`src/rtl/cache_pkg.sv`:
```
// rtl/cache_pkg.sv - shared widths, refill states and word select for the cache refill path
package cache_pkg;

   localparam int ADDR_W   = 15;
   localparam int LINE_W   = 128;
   localparam int WORD_W   = 32;
   localparam int OFFSET_W = 2;

   typedef enum logic [2:0] {
      IDLE,
      MEM_REQ,
      MEM_WAIT,
      FILL,
      RESPOND
   } state_t;

   function automatic logic [WORD_W-1:0] word_select(input logic [LINE_W-1:0]   line,
                                                     input logic [OFFSET_W-1:0] offset);
      logic [WORD_W-1:0] w;
      case (offset)
         2'd0:    w = line[WORD_W-1:0];
         2'd1:    w = line[2*WORD_W-1:WORD_W];
         2'd2:    w = line[3*WORD_W-1:2*WORD_W];
         default: w = line[4*WORD_W-1:3*WORD_W];
      endcase
      return w;
   endfunction

endpackage

```
`src/rtl/sat_counter.sv`:
```
// rtl/sat_counter.sv - event counter that sticks at all-ones instead of wrapping
module sat_counter #(
   parameter int CNT_W = 16
) (
   input  logic             clk,
   input  logic             rst,
   input  logic             inc,
   output logic [CNT_W-1:0] count
);

   localparam logic [CNT_W-1:0] ONE = {{(CNT_W-1){1'b0}}, 1'b1};

   always_ff @(posedge clk or negedge rst) begin
      if (!rst) begin
         count <= '0;
      end else if (inc && (count != '1)) begin
         count <= count + ONE;
      end
   end

endmodule

```
`src/rtl/cache_refill_ctrl.sv`:
```
// rtl/cache_refill_ctrl.sv - serves cache hits in one cycle, refills the line from memory on a miss
module cache_refill_ctrl
   import cache_pkg::*;
#(
   parameter int TIMEOUT = 255,
   parameter int CNT_W   = 16
) (
   input  logic                       clk,
   input  logic                       rst,
   input  logic                       req_valid,
   input  logic [ADDR_W-1:0]          req_addr,
   input  logic                       cache_hit,
   input  logic [LINE_W-1:0]          cache_rdata,
   output logic                       stall,
   output logic                       resp_valid,
   output logic [WORD_W-1:0]          resp_data,
   output logic                       err,
   output logic                       mem_rd_en,
   output logic [ADDR_W-OFFSET_W-1:0] mem_addr,
   input  logic [LINE_W-1:0]          mem_rdata,
   input  logic                       mem_rdata_valid,
   output logic                       fill_en,
   output logic [ADDR_W-1:0]          fill_addr,
   output logic [LINE_W-1:0]          fill_data,
   output logic [CNT_W-1:0]           hit_count,
   output logic [CNT_W-1:0]           miss_count
);

   localparam int              TO_W   = $clog2(TIMEOUT + 1);
   localparam logic [TO_W-1:0] TO_MAX = TO_W'(TIMEOUT);

   state_t            state, next_state;
   logic [ADDR_W-1:0] addr_q;
   logic [TO_W-1:0]   to_cnt;
   logic              hit_inc, miss_inc;

   always_comb begin
      next_state = state;
      hit_inc    = 1'b0;
      miss_inc   = 1'b0;
      case (state)
         IDLE: begin
            if (req_valid) begin
               if (cache_hit) begin
                  hit_inc = 1'b1;
               end else begin
                  miss_inc   = 1'b1;
                  next_state = MEM_REQ;
               end
            end
         end
         MEM_REQ:  next_state = MEM_WAIT;
         MEM_WAIT: begin
            if (mem_rdata_valid) begin
               next_state = FILL;
            end else if (to_cnt == TO_MAX) begin
               next_state = RESPOND;
            end
         end
         FILL:     next_state = RESPOND;
         RESPOND:  next_state = IDLE;
         default:  next_state = IDLE;
      endcase
   end

   // Strobes are registered from next_state so they line up with the state they belong to.
   always_ff @(posedge clk or negedge rst) begin
      if (!rst) begin
         state      <= IDLE;
         stall      <= 1'b0;
         resp_valid <= 1'b0;
         resp_data  <= '0;
         err        <= 1'b0;
         mem_rd_en  <= 1'b0;
         mem_addr   <= '0;
         fill_en    <= 1'b0;
         fill_addr  <= '0;
         fill_data  <= '0;
         addr_q     <= '0;
         to_cnt     <= '0;
      end else begin
         state      <= next_state;
         stall      <= (next_state != IDLE);
         mem_rd_en  <= (next_state == MEM_REQ);
         fill_en    <= (next_state == FILL);
         resp_valid <= hit_inc || (next_state == RESPOND);
         err        <= 1'b0;
         case (state)
            IDLE: begin
               if (hit_inc) begin
                  resp_data <= word_select(cache_rdata, req_addr[OFFSET_W-1:0]);
               end
               if (miss_inc) begin
                  addr_q   <= req_addr;
                  mem_addr <= req_addr[ADDR_W-1:OFFSET_W];
               end
            end
            MEM_REQ: to_cnt <= '0;
            MEM_WAIT: begin
               if (mem_rdata_valid) begin
                  fill_data <= mem_rdata;
                  fill_addr <= {addr_q[ADDR_W-1:OFFSET_W], {OFFSET_W{1'b0}}};
               end else if (to_cnt == TO_MAX) begin
                  resp_data <= '0;
                  err       <= 1'b1;
               end else begin
                  to_cnt <= to_cnt + TO_W'(1);
               end
            end
            FILL: resp_data <= word_select(fill_data, addr_q[OFFSET_W-1:0]);
            default: ;
         endcase
      end
   end

   sat_counter #(.CNT_W(CNT_W)) u_hit_cnt (
      .clk   (clk),
      .rst   (rst),
      .inc   (hit_inc),
      .count (hit_count)
   );

   sat_counter #(.CNT_W(CNT_W)) u_miss_cnt (
      .clk   (clk),
      .rst   (rst),
      .inc   (miss_inc),
      .count (miss_count)
   );

endmodule

```
`config.mk`:
```
export PLATFORM = sky130hd
export DESIGN_NAME = cache_refill_ctrl
export DESIGN_NICKNAME = d
export VERILOG_FILES = /design/src/rtl/cache_pkg.sv /design/src/rtl/sat_counter.sv /design/src/rtl/cache_refill_ctrl.sv
export SDC_FILE = /design/constraint.sdc
export NUM_CORES = 1
export LEC_CHECK = 0
export BUFFER_PORTS_ARGS = -buffer_cell sky130_fd_sc_hd__buf_2
export CORE_AREA = 2 2 196 198
export CTS_CLUSTER_SIZE = 14
export DETAILED_ROUTE_END_ITERATION = 10
export DIE_AREA = 0 0 198 200
export PLACE_DENSITY_LB_ADDON = 0.15
export SYNTH_ARGS = -nofsm -noshare
export SYNTH_HDL_FRONTEND = slang
export SYNTH_SLANG_ARGS = --single-unit
```
`constraint.sdc`:
```
create_clock -name clk -period 2.2 [get_ports clk]
set_input_delay 0.44 -clock clk [delete_from_list [all_inputs] [get_ports clk]]
set_output_delay 0.44 -clock clk [all_outputs]
set_load 0.005 [all_outputs]
```
==> flow_summary.toml <==
[worst_setup_path]
crit_fanout = 6
cp.required_ns = 2.63
cp.depth = 4
worstSetupPathType = "reg -> reg"
crit_path_start_kind = "flop"
worstSetupEndpointType = "flop"
crit_slowest_cell = "or4b_4"
crit_path_max_incr_delay_ns = 0.63
reg2reg_depth = 4
arrival_ns = 2.44
cpLargestDelayFamily = "simple AND/OR/NAND/NOR gates"
cp_cell_sequence = "or4b_4 > nor4_4 > nand4_1 > mux2_1"
critPathBufInv = 0

[yosys]
async_flop_share = 1.000
yosysUniqueCellTypes = 48
ys_seq_area_frac = 0.5228
synth_area_sq_mm = 0.01130
syn_inst = 845
synth_edf_count = 0
yosysWarnings = 0
synth_seq_cells = 236
synthFlopType = "dfrtp_1"
synth_area_per_cell_sq_um = 13.37

[timing]
fin_crit_sh = 0.9121
finalCriticalPeriod_ns = 2.007
fmaxAchievable_mhz = 498.4
drv_slew = 0
hold_viol_final = 0
rsz0062_at_grt = "no"
timing.final.setup_violations = 0
fin_skew_ns = 0.01771
setup-tns-final_ns = 0
worst_pin_slew_ns = 0.5762
whs_ns = 0.07154
max_slew_margin = 0.6159

[route]
drcViolationCount = 0
avgViaCountPerCell = 4.803
vias = 9107
drtIter0Drc = 273
drt-total-wl_um = 40360
detail-route-antenna-nets = 0
wl_per_cell_um = 21.29
firstDrtPassIters = 4

[placement]
placed_area_sq_mm = 0.01463
gp_congestion = 0.7960
io_buffers = 498
place_inst = 1838
post-dp-hpwl_um = 30640

[die]
placeableCoreArea_sq_mm = 0.03740
start_util = 0.3021
pin_count = 501
die_area_sq_mm = 0.03960
die_h_um = 200
rows = 71
die_x_um = 198

[worst_hold_path]
whs_path_depth = 3
hold_class = "in -> reg"

[power_and_ir_drop]
peakVddDrop_uv = 703.6
power.density_mw_per_mm2 = 1332
finalPower_w = 0.02077
p_leak_nw = 7.539

[layout]
finalNonFillerCells = 1896
areaGrowthSynthToFinish_pct = 37.99
multi_input_area_sq_mm = 0.005055
mostFrequentLayoutCell = "buf_2"
fillers = 3623
final_cell_mix = "buf_2 (497), dfrtp_1 (235), mux2_2 (176)"
seq_area_sq_mm = 0.005909
final_nets = 1639
final_area_sq_mm = 0.01559
layout-drive-gt1-share = 0.5913

[clock_network]
clock-root-buffer = "clkbuf_16"
clockBufferDepth = 3
clk_pin_slew_worst_paths_ns = 0.06
ctsHtreeMaxLevel = 1
clkLatencyLatePin_ns = 0.56
postCtsSetupBuffers = 0
numCtsBuffers = 30
cts.sinks = 236
cts_tree = "done"
cts_resized = 0

[global_routing]
grt_pass1_wl_um = 59020
grt.total_usage = 0.1987
grt_max_degree = 60
antenna_found_initial = 9
grt_pass1_vias = 9528
grt_overflow = 0

[status]
status = "finished, final reports clean"

[job]
drv_cap = 0
## final timing paths
path / slack, ns / endpoint / from
max in group asynchronous: 1.13 / fill_data[59] / rst
hold reg to reg: 0.50 / mem_addr[3] / mem_addr[3]
hold / removal: 0.07 / mem_addr[10] / req_addr[12]
setup / recovery: 0.19 / u_miss_cnt.count[15] / state[2]
min in group asynchronous: 0.39 / u_miss_cnt.count[3] / rst
setup reg to reg: 0.19 / u_miss_cnt.count[15] / state[2]
## metrics by stage
step	worst slack, ns	utilization
final	0.1935	0.4168
after global routing	0.07124	0.4167
after CTS	0.1855	0.4165
after detailed placement	0.1585	0.3911
after global placement	0.1886	0.3911
after floorplan	0.1119	-
## worst reg2reg max path, delay by kind of cell (launching register included)
family	cells	cell delay, ns
DFF	1	0.43
muxes	1	0.32
and+or+nand+nor	3	1.13
## cell families (layout without fill, tap and decap cells)
logic type               after synthesis  count (layout)  synth area share
AND/OR/NAND/NOR                      184             184           0.08484
XOR/XNOR                              24              24           0.01861
flip-flops                           236             236            0.5228
buffers and inverters                 66             600           0.03201
AO/OA/AOI/OAI                         54              54           0.03755
adder cells (fa/ha/maj)                3               3          0.003323
multiplexers                         277             277            0.3006
other                                  1               7         0.0003319
## sequential cells by signal, indices dropped and copies added, names as in the netlist, 3 cells and up
name	cells
u_hit_cnt.count	16
mem_addr	13
to_cnt	8
state	3
fill_data	128
u_miss_cnt.count	16
resp_data	32
fill_addr	13
## power breakdown
part           internal (W)  switching [W]  total (W)
clock               0.00276        0.00199    0.00475
sequential          0.00628        0.00166    0.00794
combinational       0.00440        0.00368    0.00808
## cells in the mapped netlist (2+ instances only)
library cell | count | area share
o21ai_0 | 4 | 0.0018
o21a_1 | 3 | 0.0020
and3_1 | 4 | 0.0022
or2_2 | 4 | 0.0022
buf_1 | 7 | 0.0023
nor4_2 | 2 | 0.0022
mux2_2 | 176 | 0.18
ha_1 | 3 | 0.0033
or4b_4 | 2 | 0.0024
nor4b_1 | 2 | 0.0016
mux4_2 | 32 | 0.064
xnor2_1 | 7 | 0.0054
dfrtp_1 | 236 | 0.52
nor3b_1 | 2 | 0.0013
and2_1 | 3 | 0.0017
or3_1 | 4 | 0.0022
nor4_1 | 4 | 0.0022
clkbuf_1 | 14 | 0.0047
mux2_1 | 2 | 0.0020
inv_1 | 3 | 0.0010
nand4_1 | 13 | 0.0072
nand3_1 | 15 | 0.0066
nor3_1 | 8 | 0.0035
nand2b_1 | 2 | 0.0011
nand3b_1 | 2 | 0.0013
mux2i_1 | 67 | 0.059
a31oi_1 | 5 | 0.0028
buf_4 | 22 | 0.015
and4_1 | 2 | 0.0016
o221ai_1 | 32 | 0.025
nor2_1 | 7 | 0.0023
nand2_1 | 100 | 0.033
nor4_4 | 3 | 0.0056
a21oi_1 | 5 | 0.0022
buf_2 | 19 | 0.0084
xor2_1 | 17 | 0.013
## repair_timing
| action | CTS | global route |
|---|---|---|
| hold buffers | 1 | 0 |
| setup endpoints to repair | 0 | 0 |
| endpoints found under the hold margin | 34 | 0 |
## metal layers
| layer | up-vias | part of all wire | GRT usage |
|---|---|---|---|
| li1 | 4154 | - | - |
| met1 | 4582 | 0.40 | 0.2431 |
| met2 | 305 | 0.51 | 0.3469 |
| met3 | 60 | 0.069 | 0.05360 |
| met4 | 6 | 0.022 | 0.05263 |
| met5 | - | 0.00069 | 0 |
## cell type report
type | instances | area share
Sequential cell | 236 | 0.3791
Clock inverter | 14 | 0.007625
Multi-Input combinational cell | 544 | 0.3243
Timing Repair Buffer | 545 | 0.1938
Tap cell | 511 | 0.04101
Inverter | 3 | 0.0007224
Antenna cell | 5 | 0.0008026
Clock buffer | 38 | 0.05273
No activity file was read; power rests on OpenSTA's default activity.
